**config.mk**
```make
export PLATFORM = sky130hd
export DESIGN_NAME = device_fetch
export DESIGN_NICKNAME = d
export VERILOG_FILES = /design/src/rtl/fetch_pkg.sv /design/src/rtl/fetch_next_pc.sv /design/src/rtl/device_fetch.sv
export SDC_FILE = /design/constraint.sdc
export NUM_CORES = 1
export LEC_CHECK = 0
export BUFFER_PORTS_ARGS = -buffer_cell sky130_fd_sc_hd__buf_2
export CAP_MARGIN = 20
export CORE_AREA = 2 2 76 56
export DETAILED_ROUTE_END_ITERATION = 7
export DIE_AREA = 0 0 78 58
export GPL_TIMING_DRIVEN = 1
export PLACE_DENSITY = 0.8
export SETUP_SLACK_MARGIN = 0.2
export SKIP_LAST_GASP = 1
export SLEW_MARGIN = 5
export SYNTH_ARGS = -nofsm -noshare
export SYNTH_HDL_FRONTEND = slang
export SYNTH_SLANG_ARGS = --single-unit
export TNS_END_PERCENT = 100
```
**constraint.sdc**
```tcl
create_clock -name i_clk -period 2.3 [get_ports i_clk]
set_input_delay 0.23 -clock i_clk [delete_from_list [all_inputs] [get_ports i_clk]]
set_output_delay 0.23 -clock i_clk [all_outputs]
set_load 0.03 [all_outputs]
```
**src/rtl/fetch_pkg.sv**
```systemverilog
// Shared definitions for the instruction-fetch sequencer: default widths,
// memory depth, PC register latency, state encoding and the reset PC.
package fetch_pkg;

    localparam int FETCH_PC_BITS        = 8;
    localparam int FETCH_INST_BITS      = 8;
    localparam int FETCH_INST_MEM_DEPTH = 24;
    localparam int FETCH_PC_LATENCY     = 2;

    localparam logic [FETCH_PC_BITS-1:0] RESET_PC = '0;

    typedef enum logic [1:0] {
        S_SETTLE  = 2'd0,
        S_ISSUE   = 2'd1,
        S_WAIT    = 2'd2,
        S_DELIVER = 2'd3
    } state_t;

endpackage : fetch_pkg

```
**src/rtl/fetch_next_pc.sv**
```systemverilog
// Next-PC computation: sequential increment or branch target, folded back to
// zero when it leaves the instruction memory. An out-of-range branch target
// raises the fault flag.
module fetch_next_pc
    import fetch_pkg::*;
#(
    parameter int PC_BITS        = FETCH_PC_BITS,
    parameter int INST_MEM_DEPTH = FETCH_INST_MEM_DEPTH
) (
    input  logic [PC_BITS-1:0] cur_pc_i,
    input  logic               branch_en_i,
    input  logic [PC_BITS-1:0] branch_target_i,
    output logic [PC_BITS-1:0] next_pc_o,
    output logic               fault_o
);

    // One extra bit so the depth compare never truncates the constant.
    localparam logic [PC_BITS:0] DEPTH_EXT = (PC_BITS + 1)'(INST_MEM_DEPTH);

    logic [PC_BITS-1:0] incr_pc;

    // Increment wraps modulo 2^PC_BITS before the depth check.
    assign incr_pc = cur_pc_i + 1'b1;

    // Select branch or sequential PC and fold out-of-range values to zero.
    always_comb begin
        next_pc_o = incr_pc;
        fault_o   = 1'b0;
        if (branch_en_i) begin
            if ({1'b0, branch_target_i} >= DEPTH_EXT) begin
                fault_o   = 1'b1;
                next_pc_o = '0;
            end else begin
                next_pc_o = branch_target_i;
            end
        end else if ({1'b0, incr_pc} >= DEPTH_EXT) begin
            next_pc_o = '0;
        end
    end

endmodule : fetch_next_pc

```
**src/rtl/device_fetch.sv**
```systemverilog
// Instruction-fetch sequencer. Drives the PC register input, waits out the
// register latency, reads instruction memory at the presented PC and hands
// the word to the decoder over valid/ready.
// Optional feature macro: FETCH_PERF_CNT_EN adds saturating fetch and branch
// handshake counters (o_fetch_count, o_branch_count).
module device_fetch
    import fetch_pkg::*;
#(
    parameter int PC_BITS        = FETCH_PC_BITS,
    parameter int INST_BITS      = FETCH_INST_BITS,
    parameter int INST_MEM_DEPTH = FETCH_INST_MEM_DEPTH,
    parameter int PC_LATENCY     = FETCH_PC_LATENCY
) (
    input  logic                 i_clk,
    input  logic                 i_nrst,
    input  logic [PC_BITS-1:0]   i_pc,
    output logic [PC_BITS-1:0]   o_next_pc,
    output logic                 o_imem_req,
    output logic [PC_BITS-1:0]   o_imem_addr,
    input  logic                 i_imem_ack,
    input  logic [INST_BITS-1:0] i_imem_data,
    output logic [INST_BITS-1:0] o_inst,
    output logic [PC_BITS-1:0]   o_inst_pc,
    output logic                 o_inst_valid,
    input  logic                 i_inst_ready,
    input  logic                 i_branch_en,
    input  logic [PC_BITS-1:0]   i_branch_target,
`ifdef FETCH_PERF_CNT_EN
    output logic [15:0]          o_fetch_count,
    output logic [15:0]          o_branch_count,
`endif
    output logic                 o_fault
);

    localparam int CNT_W = (PC_LATENCY < 2) ? 1 : $clog2(PC_LATENCY + 1);
    localparam logic [CNT_W-1:0] CNT_RELOAD = CNT_W'(PC_LATENCY);

    state_t                 state_q, state_d;
    logic [CNT_W-1:0]       cnt_q, cnt_d;
    logic [PC_BITS-1:0]     next_pc_q, next_pc_d;
    logic                   req_q, req_d;
    logic [PC_BITS-1:0]     addr_q, addr_d;
    logic [INST_BITS-1:0]   inst_q, inst_d;
    logic [PC_BITS-1:0]     inst_pc_q, inst_pc_d;
    logic                   valid_q, valid_d;
    logic                   fault_q, fault_d;

    logic [PC_BITS-1:0]     calc_pc;
    logic                   calc_fault;
    logic                   handshake;

    assign handshake = (state_q == S_DELIVER) && i_inst_ready;

    fetch_next_pc #(
        .PC_BITS        (PC_BITS),
        .INST_MEM_DEPTH (INST_MEM_DEPTH)
    ) u_next_pc (
        .cur_pc_i        (inst_pc_q),
        .branch_en_i     (i_branch_en),
        .branch_target_i (i_branch_target),
        .next_pc_o       (calc_pc),
        .fault_o         (calc_fault)
    );

    // Sequencer next-state and registered-output update.
    always_comb begin
        state_d   = state_q;
        cnt_d     = cnt_q;
        next_pc_d = next_pc_q;
        req_d     = req_q;
        addr_d    = addr_q;
        inst_d    = inst_q;
        inst_pc_d = inst_pc_q;
        valid_d   = valid_q;
        fault_d   = 1'b0;
        case (state_q)
            S_SETTLE: begin
                // i_pc is not trusted until the counter runs out.
                if (cnt_q != '0) begin
                    cnt_d = cnt_q - 1'b1;
                end
                if (cnt_q <= CNT_W'(1)) begin
                    state_d = S_ISSUE;
                end
            end
            S_ISSUE: begin
                addr_d  = i_pc;
                req_d   = 1'b1;
                state_d = S_WAIT;
            end
            S_WAIT: begin
                if (i_imem_ack) begin
                    inst_d    = i_imem_data;
                    inst_pc_d = addr_q;
                    req_d     = 1'b0;
                    valid_d   = 1'b1;
                    state_d   = S_DELIVER;
                end
            end
            S_DELIVER: begin
                if (handshake) begin
                    valid_d   = 1'b0;
                    next_pc_d = calc_pc;
                    fault_d   = calc_fault;
                    cnt_d     = CNT_RELOAD;
                    state_d   = S_SETTLE;
                end
            end
            default: begin
                state_d = S_SETTLE;
                cnt_d   = CNT_RELOAD;
            end
        endcase
    end

    // State and output registers; reset drops any in-flight memory request.
    always_ff @(posedge i_clk or negedge i_nrst) begin
        if (!i_nrst) begin
            state_q   <= S_SETTLE;
            cnt_q     <= CNT_RELOAD;
            next_pc_q <= PC_BITS'(RESET_PC);
            req_q     <= 1'b0;
            addr_q    <= '0;
            inst_q    <= '0;
            inst_pc_q <= '0;
            valid_q   <= 1'b0;
            fault_q   <= 1'b0;
        end else begin
            state_q   <= state_d;
            cnt_q     <= cnt_d;
            next_pc_q <= next_pc_d;
            req_q     <= req_d;
            addr_q    <= addr_d;
            inst_q    <= inst_d;
            inst_pc_q <= inst_pc_d;
            valid_q   <= valid_d;
            fault_q   <= fault_d;
        end
    end

    assign o_next_pc    = next_pc_q;
    assign o_imem_req   = req_q;
    assign o_imem_addr  = addr_q;
    assign o_inst       = inst_q;
    assign o_inst_pc    = inst_pc_q;
    assign o_inst_valid = valid_q;
    assign o_fault      = fault_q;

`ifdef FETCH_PERF_CNT_EN
    logic [15:0] fetch_cnt_q, fetch_cnt_d;
    logic [15:0] branch_cnt_q, branch_cnt_d;

    // Saturating handshake counters.
    always_comb begin
        fetch_cnt_d  = fetch_cnt_q;
        branch_cnt_d = branch_cnt_q;
        if (handshake) begin
            if (fetch_cnt_q != 16'hFFFF) begin
                fetch_cnt_d = fetch_cnt_q + 16'd1;
            end
            if (i_branch_en && (branch_cnt_q != 16'hFFFF)) begin
                branch_cnt_d = branch_cnt_q + 16'd1;
            end
        end
    end

    // Counter registers.
    always_ff @(posedge i_clk or negedge i_nrst) begin
        if (!i_nrst) begin
            fetch_cnt_q  <= '0;
            branch_cnt_q <= '0;
        end else begin
            fetch_cnt_q  <= fetch_cnt_d;
            branch_cnt_q <= branch_cnt_d;
        end
    end

    assign o_fetch_count  = fetch_cnt_q;
    assign o_branch_count = branch_cnt_q;
`endif

endmodule : device_fetch
```
======== Word-level counts from Yosys, hierarchy flattened ========
Index checks and enable logic that the tools add are counted.
word-level totals
  register bits ........................... 39
  output and inout bits ................... 35
cells by class
  $add $sub $neg .......................... 2
  $lt $le $gt $ge ......................... 3
  eq/ne operators ......................... 7
  multiplexer cells ....................... 19
  reduce and logical (&&, ||, !) cells .... 12
operators by type and width
  operator                                                                              number
  8-bit 2-to-1 mux                                                                      3
  8-bit by 5-bit greater-or-equal comparator with 1-bit output (second input constant)  2
  2-bit 2-to-1 mux                                                                      5
  3-bit AND reduction                                                                   3
  8-bit by 1-bit adder with 8-bit output (second input constant)                        1
  2-bit inequality test (second input constant)                                         4
  2-bit case mux with 4 select lines                                                    1
  2-bit nonzero test                                                                    4
  1-bit 2-to-1 mux                                                                      7
  2-bit AND reduction                                                                   3
  2-bit equality test (second input constant)                                           2
  1-bit case mux with 2 select lines                                                    2
  2-bit case mux with 2 select lines                                                    1
  2-bit by 1-bit equality test with 1-bit output (second input constant)                1
  2-bit by 1-bit less-or-equal comparator with 1-bit output (second input constant)     1
  2-bit logical NOT                                                                     1
  2-bit by 1-bit subtractor with 2-bit output (second input constant)                   1
  1-bit logical AND                                                                     1

======== Longest topological paths before layout ========
  depth in word-level cells ............... 5
  mapped depth ............................ 6
  mapped depth without buffers ............ 6

======== By module ========
Synthesis repeated with hierarchy kept, for this count alone.
second synthesis, totals
  cell total of the unflattened synthesis .. 146
  area total of the unflattened synthesis .. 1,906.8 um2
by module, submodules not included
  module         instances  cells each  area each (um2)
  device_fetch   1          107         1,650.3
  fetch_next_pc  1          39          256.5

======== Worst setup path after synthesis ========
No wires, ideal clock.
  path type ............................... reg2reg
  start ................................... reg inst_pc_q[0] (netlist: o_inst_pc[0])
  end ..................................... reg next_pc_q[0] (netlist: o_next_pc[0])
  setup time .............................. 0.064 ns
  arrival ................................. 1.775 ns
  slack ................................... 0.460 ns
  stages on the path, launching flop included .. 7
  buffers on the path ..................... 0
  clock period less this slack ............ 1.840 ns
  cells stage by stage .................... dfrtp_1 > ha_1 > and3_4 > a311oi_2 > a31oi_1 > nor4_4 > a21o_1
between the ends
  longest elaborated chain between the ends .. 4
RTL lines
  element                                                       RTL line             text
  start: declaration                                            device_fetch.sv:44   logic [PC_BITS-1:0] inst_pc_q, inst_pc_d;
  start signal: assignment                                      device_fetch.sv:135  inst_pc_q <= inst_pc_d;
  8-bit by 1-bit adder with 8-bit output (*)                    fetch_next_pc.sv:23  assign incr_pc = cur_pc_i + 1'b1;
  8-bit by 5-bit greater-or-equal comparator with 1-bit output  fetch_next_pc.sv:36  end else if ({1'b0, incr_pc} >= DEPTH_EXT) begin
  8-bit 2-to-1 mux (*)                                          fetch_next_pc.sv:36
  8-bit 2-to-1 mux (*)                                          fetch_next_pc.sv:29  if (branch_en_i) begin
  end signal: assignment                                        device_fetch.sv:121  next_pc_q <= PC_BITS'(RESET_PC);
  end signal: assignment                                        device_fetch.sv:131  next_pc_q <= next_pc_d;
  end: declaration                                              device_fetch.sv:40   logic [PC_BITS-1:0] next_pc_q, next_pc_d;
Every way passes the cells marked *; elsewhere a longest branch is shown, timed or not.
A chain may end at the register's enable or synchronous reset.

======== Worst setup path after layout ========
  start ................................... reg inst_pc_q[0] (netlist: o_inst_pc[0])
  end ..................................... reg next_pc_q[4] (netlist: o_next_pc[4])
Same word-level chain as after synthesis.

==> flow_summary_export.csv <==
group,metric,value,unit
die,core_area,0.00380,mm2
synth,yosysTopAreaCell,"dfrtp_1",
setup_path,arrival,2030,ps
worst_hold_path,min_path_type,"primary input to async pin",
setup_path,critical_path.startpoint_type,"flop",
synth,ys_types,35,
finish,syn_to_final_growth,26.9,%
clock_network,root_buffer,"clkbuf_8",
die,io-pin-count,64,
synth,yosys.area.top_type_share,0.527,
outcome,status,"finished, final reports clean",
sta,slew_headroom,0.437,
pwr,seqPwrFrac,0.347,
clock_network,clk-insertion-delay-late,290,ps
synth,synthCells,138,
sta,fin_skew,7.70,ps
setup_path,end_kind,"flop",
routing,post-route-drc-count,0,
synth,synth_edf_count,0,
synth,netlist_top_cells_count,"38 x dfrtp_1, 25 x mux2_2, 8 x ha_1, 8 x nand2_1",
global_route,antenna_found_initial,0,
pwr,max-vdd-ir-drop,0.897,mV
synth,synth_seq_cells,39,
run,maxCapViolations,0,
synth,yosysMostFrequentCell,"dfrtp_1",
pwr,power_density,1590,mW/mm2
pwr,power,3.64,mW
pwr,power_frac_comb,0.493,
finish,fin_cells,259,
placed_design,hpwl,2.70,mm
clock_network,cts_tree,"done",
die,die-area,0.00452,mm2
setup_path,path_max_fanout,7,
pwr,sw_frac_of_total,0.434,
sta,hold_viol_final,0,
global_route,grt_max_degree,40,
clock_network,clock_sinks,39,
global_route,grt_util_all_layers,0.174,
setup_path,cp.required,2530,ps
clock_network,postCtsSetupRepairBufs,0,
synth,ys_seq_area_frac,0.541,
finish,final_util,0.602,
pwr,intPower,2.06,mW
placed_design,port_buffers,63,
synth,synth_fp_nets,175,
die,die_h,58,um
synth,synth.area.top_cells,"dfrtp_1 53%, mux2_2 16%, ha_1 5.5%, a21o_1 2.9%, a22o_1 2.9%",
clock_network,cts_resized,0,
routing,routed_wl,3.57,mm
sta,setup_viol,0,
global_route,grt_pass1_vias,1311,
clock_network,cts_buffers,5,
sta,worst_pin_slew,845,ps
placed_design,dp.cells,251,
finish,nNetsFinal,243,
sta,slew_violations,0,
sta,fin_crit_sh,0.781,
synth,ys_warn_count,0,
pwr,p_clk_frac,0.160,
routing,antenna_left,0,
sta,holdWs,40.6,ps
setup_path,path_class,"flop to flop",
pwr,power.leakage,1.19,nW
global_route,grt-ovfl-total,0,
finish,antenna_cells,0,
setup_path,rr_worst_depth,6,
routing,viasPerCell,5.07,
routing,drtIter0Drc,77,
routing,dr_total_vias,1312,
pwr,power_switching,1.58,mW
synth,synth_area,0.00181,mm2
sta,final.min_clock_period,1800,ps
die,rows,19,
sta,timing.fmax,556,MHz
die,die_w,78,um
sta,tns,0,ps
clock_network,cts_hold_buf,0,
clock_network,htreeDepth,2,
synth,synthArstFlopShare,1.00,
synth,synthFlopType,"dfrtp_1",
clock_network,clkSlewWorstSetupHoldPaths,80,ps
routing,wire_per_inst,13.8,um
setup_path,r2r-start,"o_inst_pc[0]",
synth,syn_area_per_cell,13.1,um2
setup_path,setup.worst_path.start,"o_inst_pc[0]",
die,initial_utilization,0.475,
routing,dr.pass1.iters,4,
global_route,grt_pass1_wl,6.01,mm
clock_network,clockBufferDepth,2,
sta,grt_setup_unrepaired,"no",
finish,drive_gt1_frac,0.488,
placed_design,gp_congestion,0.776,
## flip-flops by register name, indices dropped and copies added (netlist names)
name / count
o_fault: 1
o_next_pc: 8
o_imem_req: 1
o_inst: 8
o_inst_pc: 8
o_inst_valid: 1
o_imem_addr: 8
state_q: 2
cnt_q: 2
## power groups by stage
| stage | sequential, mW | clock (mW) | combinational (mW) |
|---|---|---|---|
| after floorplan | 1.76 | 0 | 0.827 |
| after global placement | 1.26 | 0 | 1.78 |
| after detailed placement | 1.28 | 0 | 1.81 |
| after CTS | 1.27 | 0.603 | 1.81 |
| after global routing | 1.32 | 0.636 | 1.93 |
| final | 1.26 | 0.583 | 1.79 |
## routing by layer
layer,vias up,share of wire,track usage
li1,640,-,-
met1,628,0.47,0.229
met2,38,0.46,0.276
met3,6,0.054,0.0483
met4,0,0.014,0.0752
met5,-,0,0
## path summary, 6_finish.rpt
kind	end	slack, ps
worst max-delay path	o_next_pc[4]	500
worst min-delay path	o_next_pc[2]	40
worst max register to register	o_next_pc[4]	500
worst min register to register	o_next_pc[6]	490
max in group asynchronous	o_imem_req	1730
min in group i_clk	o_inst[2]	170
## critical path, cell delays in order, from the launching register on
cell      delay (ps)
dfrtp_1          440
ha_1             280
and3_4           180
a311oi_2         250
a31oi_1          100
nor4_4           330
a21o_1           170
## layout make-up
cell class / count / area, um2
timing repair buffer: 64 / 323
fill: 340 / 1510
clock buffer: 6 / 82.6
sequential: 39 / 977
tap: 52 / 65.1
inverter: 7 / 26.3
clock inverter: 2 / 35.0
multi-input combinational: 89 / 782
## cell usage in the layout (no fill, tap or decap), types with 6 or more instances in the layout
master | synthesis | final
a21o_1 | 7 | 7
a22o_1 | 6 | 6
buf_2 | 1 | 63
clkbuf_8 | 0 | 6
dfrtp_1 | 38 | 38
ha_1 | 8 | 8
inv_1 | 7 | 7
mux2_2 | 25 | 25
nand2_1 | 8 | 8
## stage by stage
stage	setup slack, ps	area, um2
floorplan	460	1810
global placement	555	2170
detailed placement	507	2170
CTS	479	2290
global route	338	2290
finish	503	2290
## cells by family after synthesis
logic type / synth area share
AO/OA/AOI/OAI: 0.109
XOR/XNOR: 0.0194
adder cells (fa/ha/maj): 0.0554
buffers and inverters: 0.0256
flip-flops: 0.541
multiplexers: 0.156
AND/OR/NAND/NOR: 0.0936
Power figures use the tool's default switching activity.
